`src/rtl/mem_access_unit_if.sv`:
```
// mem_access_unit_if
//   Bundles the three channels around the load/store sequencer:
//   request  : req_valid/req_ready handshake plus we, size, signed, addr, wdata
//   response : rsp_valid/rsp_ready handshake plus rdata, err
//   memory   : byte-wide port (addr, wdata, write_en, read_en, read_data)
//   slave  modport : the sequencer (consumes requests, drives memory port)
//   master modport : execute stage / memory side seen from the outside
interface mem_access_unit_if #(
  parameter int ADDR_W = 8
);
  logic              req_valid;
  logic              req_ready;
  logic              req_we;
  logic [1:0]        req_size;
  logic              req_signed;
  logic [ADDR_W-1:0] req_addr;
  logic [31:0]       req_wdata;

  logic              rsp_valid;
  logic              rsp_ready;
  logic [31:0]       rsp_rdata;
  logic              rsp_err;

  logic [ADDR_W-1:0] mem_addr;
  logic [7:0]        mem_wdata;
  logic              mem_write_en;
  logic              mem_read_en;
  logic [7:0]        mem_read_data;

  modport slave (
    input  req_valid, req_we, req_size, req_signed, req_addr, req_wdata,
    output req_ready,
    output rsp_valid, rsp_rdata, rsp_err,
    input  rsp_ready,
    output mem_addr, mem_wdata, mem_write_en, mem_read_en,
    input  mem_read_data
  );

  modport master (
    output req_valid, req_we, req_size, req_signed, req_addr, req_wdata,
    input  req_ready,
    input  rsp_valid, rsp_rdata, rsp_err,
    output rsp_ready,
    input  mem_addr, mem_wdata, mem_write_en, mem_read_en,
    output mem_read_data
  );
endinterface

```
`src/rtl/mem_access_unit.sv`:
```
// mem_access_unit
//   Byte-sequencing load/store unit. One byte/halfword/word request is
//   accepted in IDLE, split into N single-byte memory accesses (ACCESS,
//   N cycles, lowest address first) and answered once in RESP.
//   Ports:
//     clk, rst_n : clock, asynchronous active-low reset
//     bus        : mem_access_unit_if.slave (request, response, memory port)
//   ADDR_W must match the ADDR_W of the connected interface instance.
module mem_access_unit #(
  parameter int ADDR_W = 8
) (
  input  logic               clk,
  input  logic               rst_n,
  mem_access_unit_if.slave   bus
);
  localparam int NUM_LANES = 4;

  typedef enum logic [1:0] {IDLE, ACCESS, RESP} state_t;

  typedef struct packed {
    logic                       we;
    logic [1:0]                 size;
    logic                       sgn;
    logic [ADDR_W-1:0]          addr;
    logic [NUM_LANES-1:0][7:0]  wdata;
  } req_t;

  state_t                    state, state_n;
  req_t                      rq;
  logic [1:0]                cnt;
  logic [1:0]                last_idx;
  logic                      last;
  logic                      accept;
  logic                      req_bad;
  logic [NUM_LANES-1:0][7:0] asm_q, asm_nxt;
  logic [31:0]               rsp_rdata_q;
  logic                      rsp_err_q;

  // Misaligned or illegal size: answered with an error, memory untouched.
  assign req_bad = (bus.req_size == 2'd3) ||
                   ((bus.req_size == 2'd1) && bus.req_addr[0]) ||
                   ((bus.req_size == 2'd2) && (bus.req_addr[1:0] != 2'b00));

  assign last_idx = (rq.size == 2'd0) ? 2'd0 :
                    (rq.size == 2'd1) ? 2'd1 : 2'd3;
  assign last     = (cnt == last_idx);

  // Assembly lanes: lane l captures the memory byte in the cycle cnt == l
  // of a load. The read is combinational, so the byte is sampled at the
  // same edge its address is presented. All lanes clear on accept so the
  // unused upper lanes read as zero before extension.
  for (genvar l = 0; l < NUM_LANES; l++) begin : g_lane
    assign asm_nxt[l] = accept ? 8'h00 :
                        ((state == ACCESS) && !rq.we && (cnt == 2'(l))) ?
                        bus.mem_read_data : asm_q[l];
  end

  function automatic logic [31:0] extend(input logic [31:0] v,
                                         input logic [1:0]  sz,
                                         input logic        sgn);
    case (sz)
      2'd0:    return {{24{sgn & v[7]}},  v[7:0]};
      2'd1:    return {{16{sgn & v[15]}}, v[15:0]};
      default: return v;
    endcase
  endfunction

  always_ff @(posedge clk or negedge rst_n) begin
    if (!rst_n) state <= IDLE;
    else        state <= state_n;
  end

  always_comb begin
    state_n          = state;
    accept           = 1'b0;
    bus.req_ready    = 1'b0;
    bus.rsp_valid    = 1'b0;
    bus.mem_addr     = '0;
    bus.mem_wdata    = 8'h00;
    bus.mem_write_en = 1'b0;
    bus.mem_read_en  = 1'b0;
    case (state)
      IDLE: begin
        bus.req_ready = 1'b1;
        if (bus.req_valid) begin
          accept  = 1'b1;
          state_n = req_bad ? RESP : ACCESS;
        end
      end
      ACCESS: begin
        bus.mem_addr = rq.addr + ADDR_W'(cnt);
        if (rq.we) begin
          bus.mem_write_en = 1'b1;
          bus.mem_wdata    = rq.wdata[cnt];
        end else begin
          bus.mem_read_en  = 1'b1;
        end
        if (last) state_n = RESP;
      end
      RESP: begin
        bus.rsp_valid = 1'b1;
        if (bus.rsp_ready) state_n = IDLE;
      end
      default: state_n = IDLE;
    endcase
  end

  always_ff @(posedge clk or negedge rst_n) begin
    if (!rst_n) begin
      rq          <= '0;
      cnt         <= 2'd0;
      asm_q       <= '0;
      rsp_rdata_q <= 32'h0;
      rsp_err_q   <= 1'b0;
    end else begin
      asm_q <= asm_nxt;
      case (state)
        IDLE: begin
          if (accept) begin
            rq.we    <= bus.req_we;
            rq.size  <= bus.req_size;
            rq.sgn   <= bus.req_signed;
            rq.addr  <= bus.req_addr;
            rq.wdata <= bus.req_wdata;
            cnt      <= 2'd0;
            if (req_bad) begin
              rsp_err_q   <= 1'b1;
              rsp_rdata_q <= 32'h0;
            end
          end
        end
        ACCESS: begin
          if (last) begin
            // asm_nxt already holds the byte captured at this edge.
            rsp_rdata_q <= rq.we ? 32'h0 : extend(asm_nxt, rq.size, rq.sgn);
            rsp_err_q   <= 1'b0;
          end else begin
            cnt <= cnt + 2'd1;
          end
        end
        default: ;
      endcase
    end
  end

  assign bus.rsp_rdata = rsp_rdata_q;
  assign bus.rsp_err   = rsp_err_q;
endmodule

```
`src/flat_wrapper.sv`:
```
// flat-port wrapper written by rule: the top's interface ports become plain ports
module mem_access_unit_flat 
#(
  parameter int ADDR_W = 8
)
  (clk, rst_n, bus_req_valid, bus_req_we, bus_req_size, bus_req_signed, bus_req_addr, bus_req_wdata, bus_req_ready, bus_rsp_valid, bus_rsp_rdata, bus_rsp_err, bus_rsp_ready, bus_mem_addr, bus_mem_wdata, bus_mem_write_en, bus_mem_read_en, bus_mem_read_data);
  mem_access_unit_if #(.ADDR_W(ADDR_W)) bus_i ();
  input  logic clk;
  input  logic rst_n;
  input wire logic [$bits(bus_i.req_valid)-1:0] bus_req_valid;
  input wire logic [$bits(bus_i.req_we)-1:0] bus_req_we;
  input wire logic [$bits(bus_i.req_size)-1:0] bus_req_size;
  input wire logic [$bits(bus_i.req_signed)-1:0] bus_req_signed;
  input wire logic [$bits(bus_i.req_addr)-1:0] bus_req_addr;
  input wire logic [$bits(bus_i.req_wdata)-1:0] bus_req_wdata;
  output wire logic [$bits(bus_i.req_ready)-1:0] bus_req_ready;
  output wire logic [$bits(bus_i.rsp_valid)-1:0] bus_rsp_valid;
  output wire logic [$bits(bus_i.rsp_rdata)-1:0] bus_rsp_rdata;
  output wire logic [$bits(bus_i.rsp_err)-1:0] bus_rsp_err;
  input wire logic [$bits(bus_i.rsp_ready)-1:0] bus_rsp_ready;
  output wire logic [$bits(bus_i.mem_addr)-1:0] bus_mem_addr;
  output wire logic [$bits(bus_i.mem_wdata)-1:0] bus_mem_wdata;
  output wire logic [$bits(bus_i.mem_write_en)-1:0] bus_mem_write_en;
  output wire logic [$bits(bus_i.mem_read_en)-1:0] bus_mem_read_en;
  input wire logic [$bits(bus_i.mem_read_data)-1:0] bus_mem_read_data;
  assign bus_i.req_valid = bus_req_valid;
  assign bus_i.req_we = bus_req_we;
  assign bus_i.req_size = bus_req_size;
  assign bus_i.req_signed = bus_req_signed;
  assign bus_i.req_addr = bus_req_addr;
  assign bus_i.req_wdata = bus_req_wdata;
  assign bus_req_ready = bus_i.req_ready;
  assign bus_rsp_valid = bus_i.rsp_valid;
  assign bus_rsp_rdata = bus_i.rsp_rdata;
  assign bus_rsp_err = bus_i.rsp_err;
  assign bus_i.rsp_ready = bus_rsp_ready;
  assign bus_mem_addr = bus_i.mem_addr;
  assign bus_mem_wdata = bus_i.mem_wdata;
  assign bus_mem_write_en = bus_i.mem_write_en;
  assign bus_mem_read_en = bus_i.mem_read_en;
  assign bus_i.mem_read_data = bus_mem_read_data;
  mem_access_unit #(.ADDR_W(ADDR_W)) u_core (.clk(clk), .rst_n(rst_n), .bus(bus_i));
endmodule
```
`config.mk`:
```
export PLATFORM = sky130hd
export DESIGN_NAME = mem_access_unit_flat
export DESIGN_NICKNAME = d
export VERILOG_FILES = /design/src/rtl/mem_access_unit_if.sv /design/src/rtl/mem_access_unit.sv /design/src/flat_wrapper.sv
export SDC_FILE = /design/constraint.sdc
export NUM_CORES = 1
export LEC_CHECK = 0
export CAP_MARGIN = 40
export CORE_MARGIN = 5
export CORE_UTILIZATION = 46
export DETAILED_ROUTE_END_ITERATION = 12
export PLACE_DENSITY = 0.84
export SETUP_SLACK_MARGIN = 0.02
export SYNTH_ARGS = -nofsm -noshare
export SYNTH_HDL_FRONTEND = slang
export SYNTH_SLANG_ARGS = --single-unit
```
`constraint.sdc`:
```
create_clock -name clk -period 2.2 [get_ports clk]
set_input_delay 0.44 -clock clk [delete_from_list [all_inputs] [get_ports clk]]
set_output_delay 0.44 -clock clk [all_outputs]
set_load 0.02 [all_outputs]
```
== Word-level counts from Yosys, hierarchy flattened ==
Index checks and enable logic that the tools add are counted.

* Register bits: 113
* Input port bits: 56
* Logic and storage cells: 97

* Multiplexer cells: 41
* Bitwise operators: 2
* Reductions and logical operators: 19
* Add/subtract/negate cells: 2
* Magnitude comparators: 1
* Equal/unequal tests: 16

{| class="wikitable"
|+ Operators by type and width
! operator !! number
|-
| 2-to-1 mux 32 bit || 4
|-
| case mux 32 bit (2 select lines) || 2
|-
| 2-to-1 mux 8 bit || 12
|-
| binary-select mux 8 bit (select 2 bit) || 1
|-
| 2-to-1 mux 2 bit || 8
|-
| 2-to-1 mux 1 bit || 11
|-
| == test 2 bit, second input constant || 5
|-
| adder 8 x 2 -> 8 bit || 1
|-
| == test 2 x 1 -> 1 bit, second input constant || 4
|-
| logical AND 1 bit || 7
|-
| zero test 2 bit || 3
|-
| != test 2 x 1 -> 1 bit, second input constant || 3
|-
| != test 2 bit, second input constant || 3
|-
| case mux 2 bit (3 select lines) || 1
|-
| AND reduction 3 bit || 2
|-
| case mux 2 bit (2 select lines) || 1
|-
| AND reduction 4 bit || 1
|-
| nonzero test 2 bit || 2
|-
| < comparator 2 x 3 -> 1 bit, second input constant || 1
|-
| adder 2 x 1 -> 2 bit, second input constant || 1
|-
| AND 1 bit || 2
|-
| == test 2 bit || 1
|-
| logical OR 1 bit || 2
|-
| case mux 1 bit (2 select lines) || 1
|-
| 2 further kinds || 2
|}

== Logic depth before layout (Yosys ltp) ==
* Word-level depth: 10
* Gate-level depth with buffers: 9

== Worst setup path after synthesis ==
No wires, ideal clock.

* Path type: reg2reg
* From: register u_core.cnt[0]
* To: register u_core.rsp_rdata_q[10], in the netlist u_core.bus.rsp_rdata[10]
* Slack: -0.059 ns
* Required time: 2.079 ns
* Period minus slack after synthesis: 2.259 ns
* Stages on the path, launching flop included: 9
* Arrival: 2.139 ns
* Library setup time: 0.121 ns
* Cells stage by stage: dfrtp_1 -> buf_2 -> inv_1 -> ha_1 -> nor4bb_1 -> buf_4 -> mux2i_2 -> o22ai_1 -> a22o_1

* Longest elaborated chain between the ends: 9
* Elaborated cells between the ends (all ways): 16

{| class="wikitable"
|+ Ends and longest elaborated chain
! element !! line !! source
|-
| start, declared || mem_access_unit.sv:30 || <nowiki>logic [1:0] cnt;</nowiki>
|-
| start signal, assigned || mem_access_unit.sv:138 || <nowiki>cnt <= cnt + 2'd1;</nowiki>
|-
| zero test 2 bit || mem_access_unit.sv:54 || <nowiki>((state == ACCESS) && !rq.we && (cnt == 2'(l))) ?</nowiki>
|-
| logical AND 1 bit || mem_access_unit.sv:54 ||
|-
| 2-to-1 mux 8 bit || mem_access_unit.sv:54 ||
|-
| 2-to-1 mux 8 bit || mem_access_unit.sv:53 || <nowiki>assign asm_nxt[l] = accept ? 8'h00 :</nowiki>
|-
| AND 1 bit || mem_access_unit.sv:62 || <nowiki>2'd0: return {{24{sgn & v[7]}}, v[7:0]};</nowiki>
|-
| case mux 32 bit (2 select lines) || mem_access_unit.sv:61 || <nowiki>case (sz)</nowiki>
|-
| 2-to-1 mux 32 bit || mem_access_unit.sv:135 || <nowiki>rsp_rdata_q <= rq.we ? 32'h0 : extend(asm_nxt, rq.size, rq.sgn);</nowiki>
|-
| 2-to-1 mux 32 bit || mem_access_unit.sv:133 || <nowiki>if (last) begin</nowiki>
|-
| case mux 32 bit (2 select lines) || mem_access_unit.sv:117 || <nowiki>case (state)</nowiki>
|-
| end signal, assigned || mem_access_unit.sv:135 ||
|-
| end, declared || mem_access_unit.sv:36 || <nowiki>logic [31:0] rsp_rdata_q;</nowiki>
|}

Parallel ways exist; a longest one is shown, timed or not. The select of a mux whose other input is x is not followed.
A chain may end at the register's enable or synchronous reset.

== Final worst setup path ==
* From: register u_core.cnt[0]
* To: register u_core.rsp_rdata_q[16], in the netlist u_core.bus.rsp_rdata[16]

* Longest elaborated chain between the ends: 9
* Elaborated cells between the ends (all ways): 21

{| class="wikitable"
|+ Ends and longest elaborated chain
! element !! line
|-
| == test 2 x 1 -> 1 bit or zero test 2 bit (tied branches) || mem_access_unit.sv:54
|-
| logical AND 1 bit || mem_access_unit.sv:54
|-
| 2-to-1 mux 8 bit || mem_access_unit.sv:54
|-
| 2-to-1 mux 8 bit || mem_access_unit.sv:53
|-
| AND 1 bit, on equally long branches || mem_access_unit.sv:63, mem_access_unit.sv:62
|-
| case mux 32 bit (2 select lines) || mem_access_unit.sv:61
|-
| 2-to-1 mux 32 bit || mem_access_unit.sv:135
|-
| 2-to-1 mux 32 bit || mem_access_unit.sv:133
|-
| case mux 32 bit (2 select lines) || mem_access_unit.sv:117
|}

Parallel ways exist; a longest one is shown, timed or not. The select of a mux whose other input is x is not followed.

==> impl_metrics.tcl <==
set metrics [dict create \
    drive_above_1_share_pct 26.77 \
    p_leak_nw 3.652 \
    worst-path-max-fanout 8 \
    tns_ns -2.720 \
    drt_iter0_drc 273 \
    vias_per_cell 5.352 \
    vias 4228 \
    routed_wl_mm 14.61 \
    max_slew.worst_pin.slew_ns 0.4606 \
    rows 38 \
    first_pass_iters 5 \
    fin_util_pct 71.52 \
    violations "negative setup slack" \
    path_class "reg -> reg" \
    ys_seq_area_share_pct 54.80 \
    grt_pass1_vias 4457 \
    gp_routability_congestion 0.8171 \
    synth-edff-count 0 \
    seq_power_share_pct 33.0 \
    fin_area_um2 7821 \
    cpLargestDelayFamily "buffers and inverters" \
    power_density_nw_per_um2 1258 \
    hold_violations 0 \
    synth_top_area_share_pct 54.80 \
    postSynthCellCount 485 \
    power_frac_comb_pct 38.3 \
    slew_headroom_pct 69.30 \
    synth-main-ff-cell "dfrtp_1" \
    syn_to_final_growth_pct 51.58 \
    port_buffers 108 \
    avgRoutedWirePerCell_um 18.49 \
    grt_pass1_wl_mm 23.20 \
    post-route-period-util_pct 107.6 \
    antenna_found_initial 0 \
    rsz0062_at_grt "yes" \
    antenna_cells 0 \
    p_sw_mw 3.467 \
    die_height_um 115.9 \
    setup_violations 43 \
    cts_sinks 113 \
    path_depth 11 \
    dpl.hpwl_mm 9.154 \
    swShare_pct 35.23 \
    skew_ns 0.005082 \
    dpl_cell_area_um2 6569 \
    clockRootBuffer "clkbuf_16" \
    maxCapViolCount 0 \
    yosys_warnings 0 \
    worst_path_largest_cell_delay_ns 0.45 \
    htreeDepth 4 \
    worstSetupStartpointType "register" \
    ys_types 42 \
    required_ns 2.49 \
    setup_ws_ns -0.1679 \
    clock_path_buffers 2 \
    cpMaxStageDelayCell "dfrtp_2" \
    io_pins 109 \
    status "finished, violations left" \
    synthesis.nets 548 \
    finalCriticalPeriod_ns 2.368 \
    max_freq_mhz 422.3 \
    die_area_um2 13440 \
    crit_chain "buf_4 > buf_8 > buf_8 > inv_4 > buf_4 > ha_1 > nor4bb_4 > buf_6 > mux2i_4 > nor2_1 > a211o_1" \
    synth_area_um2 5160 \
    n_fill_cell 741 \
    gr-usage-all-layers_pct 22.53 \
    async_reset_ff_share_pct 100.0 \
    p_total_mw 9.839 \
    reg2reg_depth 11 \
    cts_tree "yes" \
    numCtsBuffers 17 \
    drv_slew 0 \
    vdd_drop_max_mv 0.7420 \
    whs_ns 0.4719 \
    drc_errors 0 \
    arrival_ns 2.66 \
    syn-mean-instance-area_um2 10.64 \
    yosysTopAreaCell "dfrtp_1" \
    path_buf_inv 6 \
    yosys_register_bits 113 \
    pwr-share-clk_pct 28.7 \
    p_int_mw 6.372 \
    synth_area_leaders "dfrtp_1 55%, nand2_1 10%, mux2i_1 6.2%" \
    coreArea_um2 10940 \
    grt_max_degree 62 \
    clk_latency_ns 0.41 \
    path_clk_slew_ns 0.06 \
    grt_remaining_overflow 0 \
    whs_path_depth 2 \
    hold_path.class "reg -> reg" \
    end_kind "register" \
    ant_nets 0 \
    fin_nets 700 \
    die_w_um 115.9 \
    start_util_pct 47.19 \
]
[flip-flops by register name, indices dropped and copies added (netlist names)]
| signal | flops |
|---|---|
| u_core.rq | 44 |
| u_core.bus.rsp_err | 1 |
| u_core.bus.rsp_rdata | 32 |
| u_core.asm_q | 32 |
| u_core.state | 2 |
| u_core.cnt | 2 |
[area by class of cell]
class	instances	area [µm²]	area share (%)
inverters	5	21.27	0.2720
clock inverters	15	183.9	2.352
well taps	140	175.2	2.240
multi-input cells	337	2536	32.43
flip-flops and latches	113	2830	36.19
repair buffers	163	1649	21.08
clock buffers	17	425.4	5.439
[cell usage after synthesis (all sizes together) (6+ instances only)]
master	instances
ha	6
nor2	58
nand2	139
dfrtp	113
buf	19
mux2i	33
clkbuf	12
o22ai	8
mux4	8
a211o	16
a22o	15
and3	10
[kinds of logic after synthesis]
group                    count (synthesis)  synth area share, %
buffers and inverters                   36                3.880
AND/OR/NAND/NOR                        232                20.08
XOR/XNOR                                 6                1.018
adder cells (fa/ha/maj)                  7                1.843
multiplexers                            43                10.40
AO/OA/AOI/OAI                           48                7.978
flip-flops                             113                54.80
[placed cells by master (no fill, tap or decap), types with 3 or more instances in the layout]
cell type,count
a211o_1,16
a22o_1,15
and3_4,8
buf_12,10
buf_4,42
buf_6,15
bufinv_16,3
clkbuf_16,17
clkdlybuf4s50_1,89
clkinv_4,3
clkinvlp_4,3
dfrtp_1,111
ha_1,3
ha_4,3
inv_1,4
inv_6,4
mux2i_1,18
mux2i_2,3
mux2i_4,13
mux4_2,8
nand2_1,138
nand2b_1,4
nor2_1,52
nor2_2,6
nor4bb_4,5
o22ai_2,7
xor2_1,4
[worst min-delay path, delay by kind of cell (launching register included)]
kind	cells	cell delay [ns]
flip-flops	1	0.33
AND/OR/NAND/NOR	2	0.11
[routing by layer]
layer | GRT usage, % | vias up | share of wire (%)
met5 | 0 | - | 0
met4 | 6.187 | 0 | 1.5
met3 | 7.050 | 20 | 6.5
met2 | 39.59 | 146 | 54
met1 | 26.75 | 2118 | 38
li1 | - | 1944 | -
[worst paths after layout]
kind	slack [ns]	start	to
worst max register to register	-0.17	u_core.cnt[0]	u_core.bus.rsp_rdata[16]
worst min-delay path	0.47	u_core.rq[16]	u_core.rq[16]
worst max-delay path	-0.17	u_core.cnt[0]	u_core.bus.rsp_rdata[16]
max in group asynchronous	1.03	rst_n	u_core.cnt[0]
min in group asynchronous	0.48	rst_n	u_core.bus.rsp_rdata[0]
worst min register to register	0.47	u_core.rq[16]	u_core.rq[16]
[power by group through the flow]
stage / clock, mW / combinational (mW) / sequential (mW)
6_report: 2.82 / 3.77 / 3.25
3_5_place_dp: 0 / 3.13 / 3.18
2_1_floorplan: 0 / 1.94 / 3.14
5_1_grt: 2.96 / 4.08 / 3.31
3_3_place_gp: 0 / 3.01 / 3.13
4_1_cts: 2.85 / 3.61 / 3.19
[repair_timing]
item | 4_1_cts | 5_1_grt
buffers inserted | 18 | 7
hold buffers | 1 | 0
hold endpoints to repair | 25 | 0
gates resized for setup | 123 | 47
setup endpoints to repair | 49 | 64
pin swaps | 55 | 15
gates cloned | 2 | 0
[stage by stage]
stage / worst slack (ns) / instances
finish: -0.1679 / 790
detailed placement: -0.2638 / 732
CTS: -0.1588 / 785
global placement: -0.2144 / 731
global route: -0.2730 / 790
floorplan: 0.05118 / 485
Note: power is estimated with default switching activity, not from simulation.
==> variant 1, RTL diff (config.mk and constraints unchanged) <==
Re-encode `state_t` (3 states) as one-hot, 3 bits wide.
--- a/src/rtl/mem_access_unit.sv
+++ b/src/rtl/mem_access_unit.sv
@@ -15,7 +15,7 @@
 );
   localparam int NUM_LANES = 4;
 
-  typedef enum logic [1:0] {IDLE, ACCESS, RESP} state_t;
+  typedef enum logic [2:0] {IDLE = 3'b001, ACCESS = 3'b010, RESP = 3'b100} state_t;
 
   typedef struct packed {
     logic                       we;
Function: no difference found for any inputs over 4 cycles, from zero or initial values and one cycle with rst_n low; so few cycles prove little.
==> variant 1 against the unedited design <==
  * Power shrank 17%
  * Critical endpoint is now bus_mem_wdata[3]
  * The flow still finishes with violations (negative setup slack)
  * Routed wire length is essentially flat
  * Die area grew 1.9%
  * Design area shrank 3.6%
  * Area after synthesis grew 2.1%
  * Sequential cell count grew 1
  * Maximum frequency is essentially flat
  * Setup slack lost 0.0019 ns
  * Critical path type is now register to primary output
==> variant 1: results (changes against the unedited design) <==
cts.path.max_buffers: 2  # unchanged
p_int_mw: 5.38  # -16%
wl_mm: 14.6  # about the same
crit_family: "multiplexers"
fin_skew_ns: 0.00920  # +0.00412 ns
vias: 4589  # +8.5%
ir_drop_mv: 0.605  # -19%
slowest_stage: "mux4_2"
tightest_slew_ns: 0.437  # -0.0239 ns
violations: "negative setup slack"
syn-mean-instance-area_sq_um: 9.88  # -7.1%
slowest_delay_ns: 0.50  # +0.05 ns
syn_nets: 596  # +8.8%
drt-initial-drc-count: 370  # +36%
grt_pass1_wl_mm: 23.5  # +1.5%
antenna_found_initial: 0  # unchanged
cp_max_fo: 4  # -4
grt_use_met2_pct: 36.6  # -3.0 points
synthTopCellsByArea: "dfrtp_1 54%, nand2_1 13%, a22o_1 5.3%"
final_layout_size_suffix_gt1_share_pct: 20.6  # -6.2 points
status: "complete, but fails checks"
dp.cells: 781  # +6.7%
setup_tns_ns: -2.20  # +0.520 ns
track_usage_pct: 22.2  # -0.36 points
reg2reg_slack_ns: -0.05  # +0.12 ns
grt_max_degree: 57  # -8.1%
synth.cells.most_frequent: "181 x nand2_1, 113 x dfrtp_1, 32 x a22o_1, 29 x o21ai_0, 24 x nor2_1"
synth-seq-area-share_pct: 54.2  # -0.62 points
numCtsBuffers: 17  # unchanged
root_buffer: "clkbuf_16"
fin_cells: 833  # +5.4%
grt_use_met3_pct: 5.81  # -1.2 points
nets: 740  # +5.7%
setup_violations: 47  # +9.3%
grt_use_met1_pct: 28.8  # +2.1 points
cp-start-kind: "register"
ys_types: 47  # +12%
critPathArrivalTime_ns: 1.93  # -0.73 ns
leakage_nw: 3.55  # -2.9%
setup_slack_ns: -0.170  # -0.00190 ns
grt_pass1_vias: 4756  # +6.7%
dp_hpwl_mm: 9.71  # +6.1%
nFillCells: 840  # +13%
reg2regPathDepth: 8  # -3
drtPass1Iterations: 4  # -1
place_congestion: 0.840  # +2.8%
variant 1: logic make-up (layout without fill, tap and decap cells):
kind of cell    count (synthesis)  count (layout)  synth area share [%]
compound gates                101             101                  13.8
xor+xnor                        8               8                  1.33
fa+ha+maj                       7               7                  1.81
buf+inv                        41             198                  3.85
flops                         114             114                  54.2
mux                            15              15                  4.75
simple gates                  247             247                  20.3
variant 1: path summary, 6_finish.rpt:
kind,startpoint,endpoint
max,u_core.cnt[0],bus_mem_wdata[3]
min,u_core.rq[17],u_core.rq[17]
max reg2reg,u_core.cnt[0],u_core.bus.rsp_rdata[16]
min reg2reg,u_core.rq[17],u_core.rq[17]
max in group asynchronous,rst_n,u_core.cnt[0]
min in group asynchronous,rst_n,u_core.bus.rsp_rdata[29]
variant 1: per-layer routing:
metal / vias up / wire (um)
met5: - / 0
met4: 0 / 257
met3: 27 / 1040
met2: 167 / 7240
met1: 2279 / 6070
li1: 2116 / -
variant 1: power by group through the flow:
stage                     clock [mW]  combinational, mW  sequential [mW]
after floorplan                    0               1.58             2.84
after global placement             0               2.21             2.88
after detailed placement           0               2.32             2.91
after CTS                       2.72               2.45             2.90
after global routing            2.84               2.82             2.97
final                           2.69               2.55             2.91
variant 1: timing repair:
action | 4_1_cts | 5_1_grt
setup buffers | 6 | 12
endpoints found under the setup margin | 20 | 50
resized for setup | 115 | 14
cloned | 1 | 1
hold buffers | 1 | 0
endpoints found under the hold margin | 24 | 0
pin swaps | 8 | 14
variant 1: final cells by class:
type                    count  area [sq um]  area share (%)
flip-flops and latches    114          2860            37.9
multi-input cells         378          2350            31.2
repair buffers            160          1540            20.4
clock buffers              19           453            6.01
well taps                 143           179            2.37
clock inverters            13           136            1.81
inverters                   6          22.5           0.299
variant 1: stage by stage:
step                      cell area, sq um  setup WS, ns  hold slack [ns]
after CTS                             7400        -0.168            0.471
final                                 7540        -0.170            0.471
after detailed placement              6640        -0.273            0.376
after global routing                  7540        -0.238            0.498
after global placement                6640        -0.182            0.367
after floorplan                       5270        0.0371            0.144
variant 1: worst register-to-register path: cells and delay by family, from the launching register on:
kind            cells  cell delay, ns
compound gates      3            0.92
xor+xnor            1            0.15
buf+inv             4            0.59
flops               1            0.46
==> variant 2, RTL diff (same flow settings) <==
Made on the original files. `ADDR_W` is set to 8 in 3 places; all go to 9.
--- a/src/rtl/mem_access_unit_if.sv
+++ b/src/rtl/mem_access_unit_if.sv
@@ -6,7 +6,7 @@
 //   slave  modport : the sequencer (consumes requests, drives memory port)
 //   master modport : execute stage / memory side seen from the outside
 interface mem_access_unit_if #(
-  parameter int ADDR_W = 8
+  parameter int ADDR_W = 9
 );
   logic              req_valid;
   logic              req_ready;
--- a/src/rtl/mem_access_unit.sv
+++ b/src/rtl/mem_access_unit.sv
@@ -7,7 +7,7 @@
 //     bus        : mem_access_unit_if.slave (request, response, memory port)
 //   ADDR_W must match the ADDR_W of the connected interface instance.
 module mem_access_unit #(
-  parameter int ADDR_W = 8
+  parameter int ADDR_W = 9
 ) (
   input  logic               clk,
   input  logic               rst_n,
--- a/src/flat_wrapper.sv
+++ b/src/flat_wrapper.sv
@@ -1,7 +1,7 @@
 // flat-port wrapper written by rule: the top's interface ports become plain ports
 module mem_access_unit_flat 
 #(
-  parameter int ADDR_W = 8
+  parameter int ADDR_W = 9
 )
   (clk, rst_n, bus_req_valid, bus_req_we, bus_req_size, bus_req_signed, bus_req_addr, bus_req_wdata, bus_req_ready, bus_rsp_valid, bus_rsp_rdata, bus_rsp_err, bus_rsp_ready, bus_mem_addr, bus_mem_wdata, bus_mem_write_en, bus_mem_read_en, bus_mem_read_data);
   mem_access_unit_if #(.ADDR_W(ADDR_W)) bus_i ();
Ports: changed (resized bus_mem_addr and bus_req_addr); port bits go from 109 to 111. No check against the original RTL was run, so the function may have changed too.
==> variant 2 against the unedited design <==
  * The run still ends with negative setup slack left
  * Area after synthesis up 0.41%
  * Non-clock buffer count unchanged
  * Sequential cell count rose by 1
  * Sequential power decreased by 2%
  * Setup slack worse by 0.31 ns
  * Design area shrank 1.4%
  * Power fell by 4.7%
  * Sequential share of layout area is 0.85 points higher
  * Routed wire length increased by 11%
  * Register-to-register slack better by 0.13 ns
  * Clock power down 16%
  * Count of clock-buffer cells in the layout up 8
  * Critical path depth down 3
==> variant 2: results (changes against the unedited design) <==
final_layout_size_suffix_gt1_share_pct: 25.9  # -0.86 points
place_congestion: 0.840  # +2.8%
fin_skew_ns: 0.0104  # +0.00534 ns
leakage_nw: 3.65  # about the same
largest_reg_flops: 45  # +2.3%
crit_family: "simple AND/OR/NAND/NOR gates"
dp.cells: 745  # +1.8%
multi_input_cells: 345  # +2.4%
seq_share_pct: 37.0  # +0.85 points
violations: "negative setup slack"
clkCellAreaFrac_pct: 6.59  # -1.2 points
track_usage_pct: 21.9  # -0.66 points
synth.cells.most_frequent: "142 x nand2_1, 114 x dfrtp_1, 57 x nor2_1, 33 x mux2i_1, 16 x a211o_1"
portBuffers: 110  # +1.9%
wl_mm: 16.3  # +11%
whs_endpoint: "u_core.rq[26]"
critPathArrivalTime_ns: 2.23  # -0.43 ns
m1WireLength_mm: 6.60  # +19%
syn_inst: 496  # +2.3%
drt-initial-drc-count: 297  # +8.8%
cp_max_fo: 4  # -4
nets: 712  # +1.7%
r2r_end: "u_core.bus.rsp_rdata[10]"
ys_types: 43  # +2.4%
synth_seq_cells: 114  # +0.88%
slowest_stage: "dfrtp_1"
buf_share_pct: 21.2  # +0.13 points
path_clk_slew_ns: 0.05
clkLatencyLatePin_ns: 0.41  # about the same
setup_violations: 23  # -47%
post_cts_buffers: 4  # -14
slowest_delay_ns: 0.41  # -0.04 ns
grt_pass1_wl_mm: 22.8  # -1.9%
postPlaceCellArea_sq_um: 6590  # +0.29%
multi_input_area_share_pct: 32.5  # +0.063 points
grt_pass1_vias: 4502  # +1.0%
power.density_nw_per_um2: 1220  # -3.4%
wl_met3_mm: 1.05  # +10%
setup_slack_ns: -0.474  # -0.306 ns
hold_ws_ns: 0.471  # -0.00129 ns
clockBufferCount: 25  # +8
grt_max_degree: 63  # +1.6%
synthTopCellsByArea: "dfrtp_1 55%, nand2_1 10%, mux2i_1 6.4%"
holdCritPathClass: "register to register"
max-slew-margin-rel_pct: 50.1  # -19 points
cts.repair.resized: 96  # -22%
setup_tns_ns: -2.64  # +0.0840 ns
synth-seq-area-share_pct: 55.1  # +0.26 points
wl_per_cell_um: 20.3  # +10%
dr_wl_met2_mm: 8.08  # +2.8%
dp_hpwl_mm: 9.02  # -1.4%
reg2reg_slack_ns: -0.04  # +0.13 ns
status: "complete, but fails checks"
nNonClkInverters: 7  # +2
nFillCells: 718  # -3.1%
holdCritStartpoint: "u_core.rq[26]"
reg2regPathDepth: 11  # unchanged
pre_cts_slack_ns: -0.567  # -0.304 ns
syn_nets: 560  # +2.2%
viasPerCell: 5.56  # +3.8%
## variant 2: cell count changes after synthesis, moves of 3 or more
cell and change:
and4bb_1 +3, nor3b_1 +4, o21ai_0 +3, buf_4 -3
nor2b_1 +3, nor4bb_1 -4, nand2_1 +4
## variant 2: routing by layer
metal	up-vias	global-route usage [%]
met3	44	5.18
li1	1992	-
met5	-	0
met2	184	36.3
met1	2225	27.7
met4	0	9.13
## variant 2: logic make-up (layout without fill, tap and decap cells)
kind of cell / count (synthesis) / after routing / share of synthesized area [%]
AND/OR/NAND/NOR: 238 / 238 / 20.2
flip-flops: 114 / 114 / 55.1
AO/OA/AOI/OAI: 51 / 52 / 7.95
multiplexers: 43 / 43 / 10.3
buffers and inverters: 38 / 201 / 3.82
adder cells (fa/ha/maj): 7 / 7 / 1.84
XOR/XNOR: 5 / 5 / 0.845
## variant 2: power breakdown
| group | internal, mW | total, mW | switching, mW | leakage [nW] |
|---|---|---|---|---|
| logic | 1.81 | 3.82 | 2.01 | 1.90 |
| clock network | 1.48 | 2.38 | 0.904 | 0.251 |
| registers | 2.71 | 3.17 | 0.460 | 1.50 |
| total | 6.00 | 9.37 | 3.38 | 3.65 |
## variant 2: how the worst max path moves through the flow
stage               slack (ns)  cells past startpoint     startpoint         endpoint
detailed placement       -0.57                      8  u_core.rq[32]  bus_mem_addr[8]
global route             -0.52                      8  u_core.rq[32]  bus_mem_addr[8]
global placement         -0.49                      8  u_core.rq[32]  bus_mem_addr[8]
CTS                      -0.41                      8  u_core.rq[32]  bus_mem_addr[8]
finish                   -0.47                      8  u_core.rq[32]  bus_mem_addr[8]
floorplan                0.009                      7  u_core.cnt[0]  bus_mem_addr[8]
## variant 2: tightest hold or removal path: cells and delay by family (launching register included)
family	cells	cell delay (ns)
flops	1	0.34
simple gates	2	0.10
